### src/rtl/imem_pipe_param.sv
// Loadable instruction memory with a one-cycle registered fetch port.
// A program is streamed in through the load port; fetches are served once the final word arrives.
module imem_pipe_param #(
    parameter int unsigned          DATA_W   = 20,
    parameter int unsigned          ADDR_W   = 20,
    parameter int unsigned          DEPTH    = 16,
    parameter logic [DATA_W-1:0]    NOP_WORD = '0
) (
    input  logic              clk,
    input  logic              rst_n,
    input  logic              load_en,
    input  logic [ADDR_W-1:0] load_addr,
    input  logic [DATA_W-1:0] load_data,
    input  logic              load_last,
    input  logic              fetch_en,
    input  logic [ADDR_W-1:0] pc_in,
    input  logic              stall,
    input  logic              flush,
    output logic [DATA_W-1:0] instr_out,
    output logic              instr_valid,
    output logic              addr_err,
    output logic              ready,
    output logic [ADDR_W:0]   load_cnt
);

    localparam int unsigned    IDX_W   = (DEPTH > 1) ? $clog2(DEPTH) : 1;
    localparam logic [ADDR_W:0] DEPTH_L = DEPTH[ADDR_W:0];

    typedef enum logic [1:0] {EMPTY, LOAD, RUN} state_t;

    state_t state, state_nxt;

    logic [DATA_W-1:0] mem [DEPTH];

    logic load_in_range;
    logic load_acc;
    logic pc_in_range;

    // Extra top bit lets DEPTH == 2**ADDR_W compare without wrapping.
    assign load_in_range = {1'b0, load_addr} < DEPTH_L;
    assign pc_in_range   = {1'b0, pc_in} < DEPTH_L;
    assign load_acc      = load_en && (state != RUN) && load_in_range;

    // State register
    always_ff @(posedge clk or negedge rst_n) begin
        if (!rst_n) state <= EMPTY;
        else        state <= state_nxt;
    end

    // Next-state logic
    always_comb begin
        state_nxt = state;
        unique case (state)
            EMPTY:   if (load_en) state_nxt = load_last ? RUN : LOAD;
            LOAD:    if (load_en && load_last) state_nxt = RUN;
            RUN:     state_nxt = RUN;
            default: state_nxt = EMPTY;
        endcase
    end

    // Output logic
    always_comb begin
        ready = (state == RUN);
    end

    // Storage is not reset; the rst_n gate blocks a write on an edge sampled during reset.
    always_ff @(posedge clk) begin
        if (load_acc && rst_n) mem[load_addr[IDX_W-1:0]] <= load_data;
    end

    always_ff @(posedge clk or negedge rst_n) begin
        if (!rst_n)                        load_cnt <= '0;
        else if (load_acc && load_cnt != DEPTH_L) load_cnt <= load_cnt + 1'b1;
    end

    always_ff @(posedge clk or negedge rst_n) begin
        if (!rst_n) begin
            instr_out   <= NOP_WORD;
            instr_valid <= 1'b0;
            addr_err    <= 1'b0;
        end else if (!ready || flush) begin
            instr_out   <= NOP_WORD;
            instr_valid <= 1'b0;
            addr_err    <= 1'b0;
        end else if (stall) begin
            instr_out   <= instr_out;
            instr_valid <= instr_valid;
            addr_err    <= addr_err;
        end else if (fetch_en) begin
            instr_out   <= pc_in_range ? mem[pc_in[IDX_W-1:0]] : NOP_WORD;
            instr_valid <= 1'b1;
            addr_err    <= !pc_in_range;
        end else begin
            instr_out   <= NOP_WORD;
            instr_valid <= 1'b0;
            addr_err    <= 1'b0;
        end
    end

endmodule

### config.mk
export PLATFORM = sky130hd
export DESIGN_NAME = imem_pipe_param
export DESIGN_NICKNAME = d
export VERILOG_FILES = /design/src/rtl/imem_pipe_param.sv
export SDC_FILE = /design/constraint.sdc
export NUM_CORES = 1
export LEC_CHECK = 0
export CAP_MARGIN = 0
export CELL_PAD_IN_SITES_DETAIL_PLACEMENT = 0
export CELL_PAD_IN_SITES_GLOBAL_PLACEMENT = 1
export CORE_ASPECT_RATIO = 1.5
export CORE_MARGIN = 5
export CORE_UTILIZATION = 30
export CTS_CLUSTER_SIZE = 24
export DETAILED_ROUTE_END_ITERATION = 8
export GPL_TIMING_DRIVEN = 1
export PLACE_DENSITY_LB_ADDON = 0.1
export RECOVER_POWER = 25
export SETUP_SLACK_MARGIN = 0.5
export SYNTH_ARGS = -nofsm -noshare
export SYNTH_HDL_FRONTEND = slang
export SYNTH_SLANG_ARGS = --single-unit
### constraint.sdc
create_clock -name clk -period 3.2 [get_ports clk]
set_clock_uncertainty 0.05 [all_clocks]
set_input_delay 0.48 -clock clk [delete_from_list [all_inputs] [get_ports clk]]
set_output_delay 0.48 -clock clk [all_outputs]
set_load 0.1 [all_outputs]
==> summary.txt, run 1 <==
Global routing
  – Vias in the first global route: ~8,200
  – Tot GR Track Use: between 10% and 20%
  – Initial antenna violation count: 0
  – First-pass GRT wire length: 55,900 µm
  – Largest net degree at the start of global routing: 46
  – Global route total overflow: 0

Timing
  – Count of pins over their slew limit: 0
  – Slew @ Worst Pin: approximately 1500 ps
  – Fmax: about 400 MHz
  – Period minus WS final: between 2000 and 3000 ps
  – Final Hold Vio Count: 0
  – Setup violators final: 0
  – Post-route clock period utilization: 78.7%
  – Final WS setup: around 700 ps
  – Relative slew slack: 0.885%
  – Unrepaired setup endpoints after global routing: no
  – Setup TNS: 0 ps

Clock tree
  – Clk root buf: clkbuf_16
  – Post-CTS Setup Inserts: 0
  – CTS-repair resized insts: 0
  – Clock latency on the worst-skew pair: about 550 ps
  – Max Root-Sink Buffers: 3
  – Num CTS Buffers: 38
  – Clock slew at reported path FFs: 60 ps
  – Total clock sinks: about 370
  – # hold bufs at CTS: 0
  – H-tree lvl count: 2
  – CTS tree: yes

Yosys
  – Synth top area share: between 60% and 70%
  – Async SR Flop Fraction: about an eighth
  – Seq/Total Area, Yosys: approximately 76%
  – Top post-synthesis cells by area: edfxtp_1 68%, mux4_2 13%, dfrtp_1 8.0%, a22oi_1 2.1%, a22o_1 1.2%
  – Post-Syn Instances: 701
  – Most common flop cell mapped by yosys: edfxtp_1
  – Synth cell types: 38
  – Yosys warnings: 0
  – Post-synth EDFFs: 320
  – Yosys top cell by area: edfxtp_1
  – Average cell area after synthesis: 20.2 µm²
  – Area of the mapped netlist: around 14,000 µm²
  – Yosys reg bits: 365
  – Syn_nets: between 700 and 800

Final layout
  – Most frequent cells in the layout: 320 x edfxtp_1, 80 x mux4_2, 56 x buf_4
  – Nets@finish: a little over 900
  – Most common cell after layout, fill and taps aside: edfxtp_1
  – Fraction of layout cells with a size suffix above 1: 27.8%
  – Final cell count without fillers: around 1,500
  – Filler cells: approximately 4,300
  – Syn-to-layout area delta: 24.0%
  – Final core occ: 37.5%

Hold path
  – Worst hold-check path type: flop to flop
  – Worst Hold Launch: instr_out[5]$_DFFE_PN0P_
  – Hold Path Depth: 1
  – Hold EP: instr_out[5]$_DFFE_PN0P_

Power and ir drop
  – Max IR drop VDD: 0.416 mV
  – PwrDens: 582 nW/µm²
  – Leak Pwr: just under 6 nW

Drt
  – Via Count: 7,314
  – # DRC: 0
  – Avg WL per Cell: between 20 and 30 µm
  – Starting DRT DRC Count: 469
  – Final Routed Wirelength: approximately 38,000 µm
  – Vias per Instance: 4.96
  – Post-route ant nets: 0
  – Pre-antenna DRT Iters: 4

Die
  – I/O pin count: around 110
  – Die area: 51,700 µm²
  – Initial Util: between 30% and 40%
  – Std-Cell Core Area: around 47,000 µm²
  – Row Count: 97
  – Die width: ~190 µm
  – Die span in y: around 280 µm

Place
  – Post-Place Cells: between 1,000 and 1,500
  – Worst slack, placed: roughly 340 ps
  – Post-DP HPWL: between 20,000 and 25,000 µm
  – Input/output buffers: 110
  – GP Congestion: between 0.7 and 0.8

Run status
  – Outcome: finished, violations left
  – Failing checks: capacitance limit

Critical path
  – Reg-to-Reg Start: state[0]$_DFFE_PN0P_
  – Critical path launch point: state[0]$_DFFE_PN0P_
  – CP required: ~3400 ps
  – R2R Setup Slk: roughly 680 ps
  – Worst r2r dst: mem[6][4]$_DFFE_PP_
  – R2R depth: 8
  – Worst Setup End Kind: flop
  – Worst setup path category: flop to flop
  – CP arrival: 2720 ps
  – Crit path launch type: flop
  – CP Max Fanout: 20

Flow run
  – Max Cap Violations: 1
==> logic make-up (layout without fill, tap and decap cells) <==
| group | count (synthesis) | in the layout | synth area share (%) |
|---|---|---|---|
| flops | 365 | 365 | 75.9 |
| xor+xnor | 20 | 20 | 1.29 |
| buf+inv | 40 | 218 | 1.16 |
| mux | 80 | 80 | 12.7 |
| other cells | 0 | 2 | 0 |
| compound gates | 71 | 71 | 3.92 |
| fa+ha+maj | 6 | 6 | 0.531 |
| simple gates | 119 | 119 | 4.47 |
==> report_power, final <==
part / internal (mW) / switching [mW]
clock network: 2.44 / 1.87
logic: 0.257 / 0.432
registers: 5.19 / 0.0154
total: 7.89 / 2.32
==> worst max path at each step <==
stage / end / slack, ps / cells past startpoint
after floorplan: mem[8][0]$_DFFE_PP_ / 350 / 7
after global placement: mem[4][9]$_DFFE_PP_ / 400 / 7
after detailed placement: mem[12][2]$_DFFE_PP_ / 340 / 7
after CTS: mem[12][3]$_DFFE_PP_ / 670 / 8
after global routing: mem[12][9]$_DFFE_PP_ / 500 / 8
final: mem[6][4]$_DFFE_PP_ / 680 / 8
==> metrics by stage <==
step / instance area [µm²] / power [mW] / hold WS [ps]
final: 17500 / 10.2 / 460
after global routing: 17500 / 10.6 / 470
after CTS: 17500 / 10.4 / 250
after detailed placement: 16300 / 6.02 / 445
after global placement: 16300 / 6.00 / 443
after floorplan: 14300 / 5.69 / 134
==> flip-flops by register name, indices dropped and copies added (netlist names) <==
| register | count |
|---|---|
| addr_err | 1 |
| instr_out | 20 |
| instr_valid | 1 |
| load_cnt | 21 |
| mem | 320 |
| state | 2 |
==> cell type report <==
| cell class | count | area, µm² | share of cell area, % |
|---|---|---|---|
| Sequential cell | 365 | 10700 | 61.2 |
| Multi-Input combinational cell | 296 | 3370 | 19.2 |
| Timing Repair Buffer | 140 | 1440 | 8.21 |
| Clock buffer | 56 | 1070 | 6.09 |
| Tap cell | 594 | 743 | 4.24 |
| Clock inverter | 14 | 150 | 0.856 |
| Inverter | 8 | 30.0 | 0.171 |
| Antenna cell | 2 | 5.00 | 0.0285 |
==> metal layers <==
metal	part of all wire (%)	GRT usage, %
met4	1.9	3.78
met3	3.7	2.22
met1	42	18.6
met2	53	26.6
met5	0	0
==> critical path: stages (launching register included) <==
cell and delay (ps):
dfrtp_1 380, inv_1 110, ha_4 190, nor4b_2 250, and4_4 290, and2_4 180, nand4b_1 290, nor2_2 270
buf_12 200
==> synth_stat cells, types with 2 or more instances <==
master	number
edfxtp_1	320
mux4_2	80
dfrtp_1	45
a22oi_1	40
nand2_1	31
clkbuf_1	22
nor2_1	21
a22o_1	20
xnor2_1	16
nand3_1	13
nand4_1	13
nor4_1	10
nor3_1	9
buf_2	8
inv_1	8
ha_1	6
a21oi_1	5
nand2b_1	4
and3_1	3
nor2b_1	3
xor2_1	3
and2_1	2
nand4b_1	2
nor4b_1	2
o21ai_0	2
(Power assumes the default switching activity.)
==> run 2: changes to the inputs <==
==> constraint.sdc (replaced) <==
create_clock -name clk -period 2.44 [get_ports clk]
set_clock_uncertainty 0.05 [all_clocks]
set_input_delay 0.366 -clock clk [delete_from_list [all_inputs] [get_ports clk]]
set_output_delay 0.366 -clock clk [all_outputs]
set_load 0.1 [all_outputs]
==> summary.txt, run 2 (same netlist as run 1, synthesis figures left out) <==
Clock tree
  – Clock slew at reported path FFs: 70 ps (about the same)
  – Clock latency on the worst-skew pair: 530 ps (-20 ps)
  – CTS tree: yes
  – Clk root buf: clkbuf_16
  – Total clock sinks: 365 (unchanged)
  – Max Root-Sink Buffers: 3 (unchanged)
  – # hold bufs at CTS: 0 (unchanged)
  – Num CTS Buffers: 38 (unchanged)
  – H-tree lvl count: 2 (unchanged)

Final layout
  – Most common cell after layout, fill and taps aside: edfxtp_1
  – Register area: 10,800 µm² (+0.28%)
  – Most frequent cells in the layout: 320 x edfxtp_1, 98 x buf_4, 80 x mux4_2
  – Syn-to-layout area delta: 34.9%
  – Fraction of layout cells with a size suffix above 1: 38.8% (+11 points)
  – Footprint of the multi-input gates: 3580 µm² (+6.2%)
  – Nets@finish: 1,020 (+11%)
  – Ant diodes: 0 (-2)
  – Filler cells: 4,148 (-3.0%)
  – Max reg flops: 320 (unchanged)

Power and ir drop
  – Total power: 13.8 mW (+35%)
  – Max IR drop VDD: 0.391 mV (-6.1%)
  – Leak Pwr: 6.54 nW (+12%)
  – PwrDens: 722 nW/µm² (+24%)

Timing
  – Count of pins over their slew limit: 0 (unchanged)
  – Setup violators final: 0 (unchanged)
  – Fmax: 423 MHz (+6.6%)
  – Hold Slack: 319 ps (-141 ps)
  – Setup TNS: 0 ps (unchanged)
  – Post-route clock period utilization: 96.9% (+18 points)
  – Relative slew slack: 13.7% (+13 points)
  – Period minus WS final: 2360 ps (-156 ps)
  – Slew @ Worst Pin: 1290 ps (-192 ps)
  – Unrepaired setup endpoints after global routing: yes
  – Final Hold Vio Count: 0 (unchanged)

Die
  – Row Count: 97 (unchanged)
  – Initial Util: 30.3% (unchanged)
  – Die span in y: 276 µm (unchanged)
  – Die width: 187 µm (unchanged)
  – I/O pin count: 111 (unchanged)
  – Die area: 51,700 µm² (unchanged)
  – Std-Cell Core Area: 46,700 µm² (unchanged)

Drt
  – Pre-antenna DRT Iters: 4 (unchanged)
  – # DRC: 0 (unchanged)
  – Final Routed Wirelength: 40,500 µm (+6.1%)
  – Avg WL per Cell: 25.8 µm (-0.35%)
  – Starting DRT DRC Count: 511 (+9.0%)
  – Via Count: 7,703 (+5.3%)
  – Vias per Instance: 4.90 (-1.1%)
  – Post-route ant nets: 0 (unchanged)

Critical path
  – CP arrival: 2560 ps (-160 ps)
  – Worst setup path category: flop to flop
  – Crit path launch type: flop
  – CP required: 2640 ps (-760 ps)
  – Worst r2r dst: mem[1][13]$_DFFE_PP_
  – Reg-to-Reg Start: state[1]$_DFFE_PN0P_
  – R2R depth: 11 (+3)
  – Worst Setup End Kind: flop
  – R2R Setup Slk: 80 ps (-600 ps)
  – CP Max Fanout: 5 (-75%)
  – Critical path launch point: state[1]$_DFFE_PN0P_

Hold path
  – Worst hold-check path type: primary input to asynchronous set/reset pin

Global routing
  – Global route total overflow: 0 (unchanged)
  – First-pass GRT wire length: 56,700 µm (+1.4%)
  – Tot GR Track Use: 14.9% (+0.19 points)
  – Vias in the first global route: 8,457 (+3.1%)
  – Largest net degree at the start of global routing: 46 (unchanged)
  – Initial antenna violation count: 0 (unchanged)

Place
  – Post-DP HPWL: 25,600 µm (+6.7%)
  – Input/output buffers: 110 (unchanged)
  – GP Congestion: 0.749 (about the same)

Run status
  – Outcome: completed

Flow run
  – Max Cap Violations: 0 (-1)
[run 2: changes by cell type in the layout (fill, tap and decap cells not counted), moves of 6 or more]
cell       before  now
buf_12         19   38
buf_4          56   98
buf_6           0   14
clkbuf_16      38   50
dfrtp_1        44   24
dfrtp_2         1   19
nand3_1        13    7
nor2_2         11    3
nor2_4          3   13
[run 2: how the worst max path moves through the flow]
stage	endpoint	slack, ps	depth (start not counted)
2_1_floorplan	mem[4][0]$_DFFE_PP_	-400	7
3_3_place_gp	mem[6][1]$_DFFE_PP_	-160	8
3_5_place_dp	mem[6][1]$_DFFE_PP_	-180	8
4_1_cts	mem[7][11]$_DFFE_PP_	50	10
5_1_grt	mem[4][4]$_DFFE_PP_	-20	10
6_report	mem[1][13]$_DFFE_PP_	80	11
[run 2: final cells by class]
type,count,area share [%]
clock buffers,50,5.66
inverters,8,0.184
flip-flops and latches,365,56.4
multi-input cells,296,18.7
clock inverters,20,0.964
well taps,594,3.89
repair buffers,238,14.2
[run 2: report_power, final]
| part | total, mW | internal (mW) | switching (mW) |
|---|---|---|---|
| clock network | 5.86 | 3.45 | 2.41 |
| registers | 6.83 | 6.81 | 0.0154 |
| logic | 1.09 | 0.471 | 0.622 |
[run 2: critical path: stages, from the launching register on]
cell and delay, ps:
dfrtp_1 410, ha_4 180, nor4b_4 200, and4_4 260, and2_4 170, buf_4 120, nand2_4 40, buf_6 140
nor2_4 110, buf_12 140, buf_12 110, clkbuf_16 140
[run 2: timing repair]
action	in CTS	in global routing
pin swaps	2	24
resized for setup	9	48
buffers inserted	15	20
cloned	5	12
endpoints found under the setup margin	342	342
[run 2: through the flow]
stage | instance area (µm²) | std cells | worst slack [ps] | util (%)
finish | 19100 | 1571 | 76.0 | 40.8
global route | 19100 | 1571 | -15.9 | 40.8
CTS | 18400 | 1539 | 48.8 | 39.4
detailed placement | 16800 | 1449 | -176 | 36.0
global placement | 16800 | 1449 | -164 | 36.0
floorplan | 14300 | 701 | -402 | -
[run 2: metal layers]
layer / up-vias / wire length (µm) / global-route usage, %
met5: - / 0 / 0
met4: 0 / 1170 / 5.12
met3: 56 / 1670 / 2.45
met2: 156 / 22200 / 27.4
met1: 4087 / 15400 / 17.7
li1: 3404 / - / -
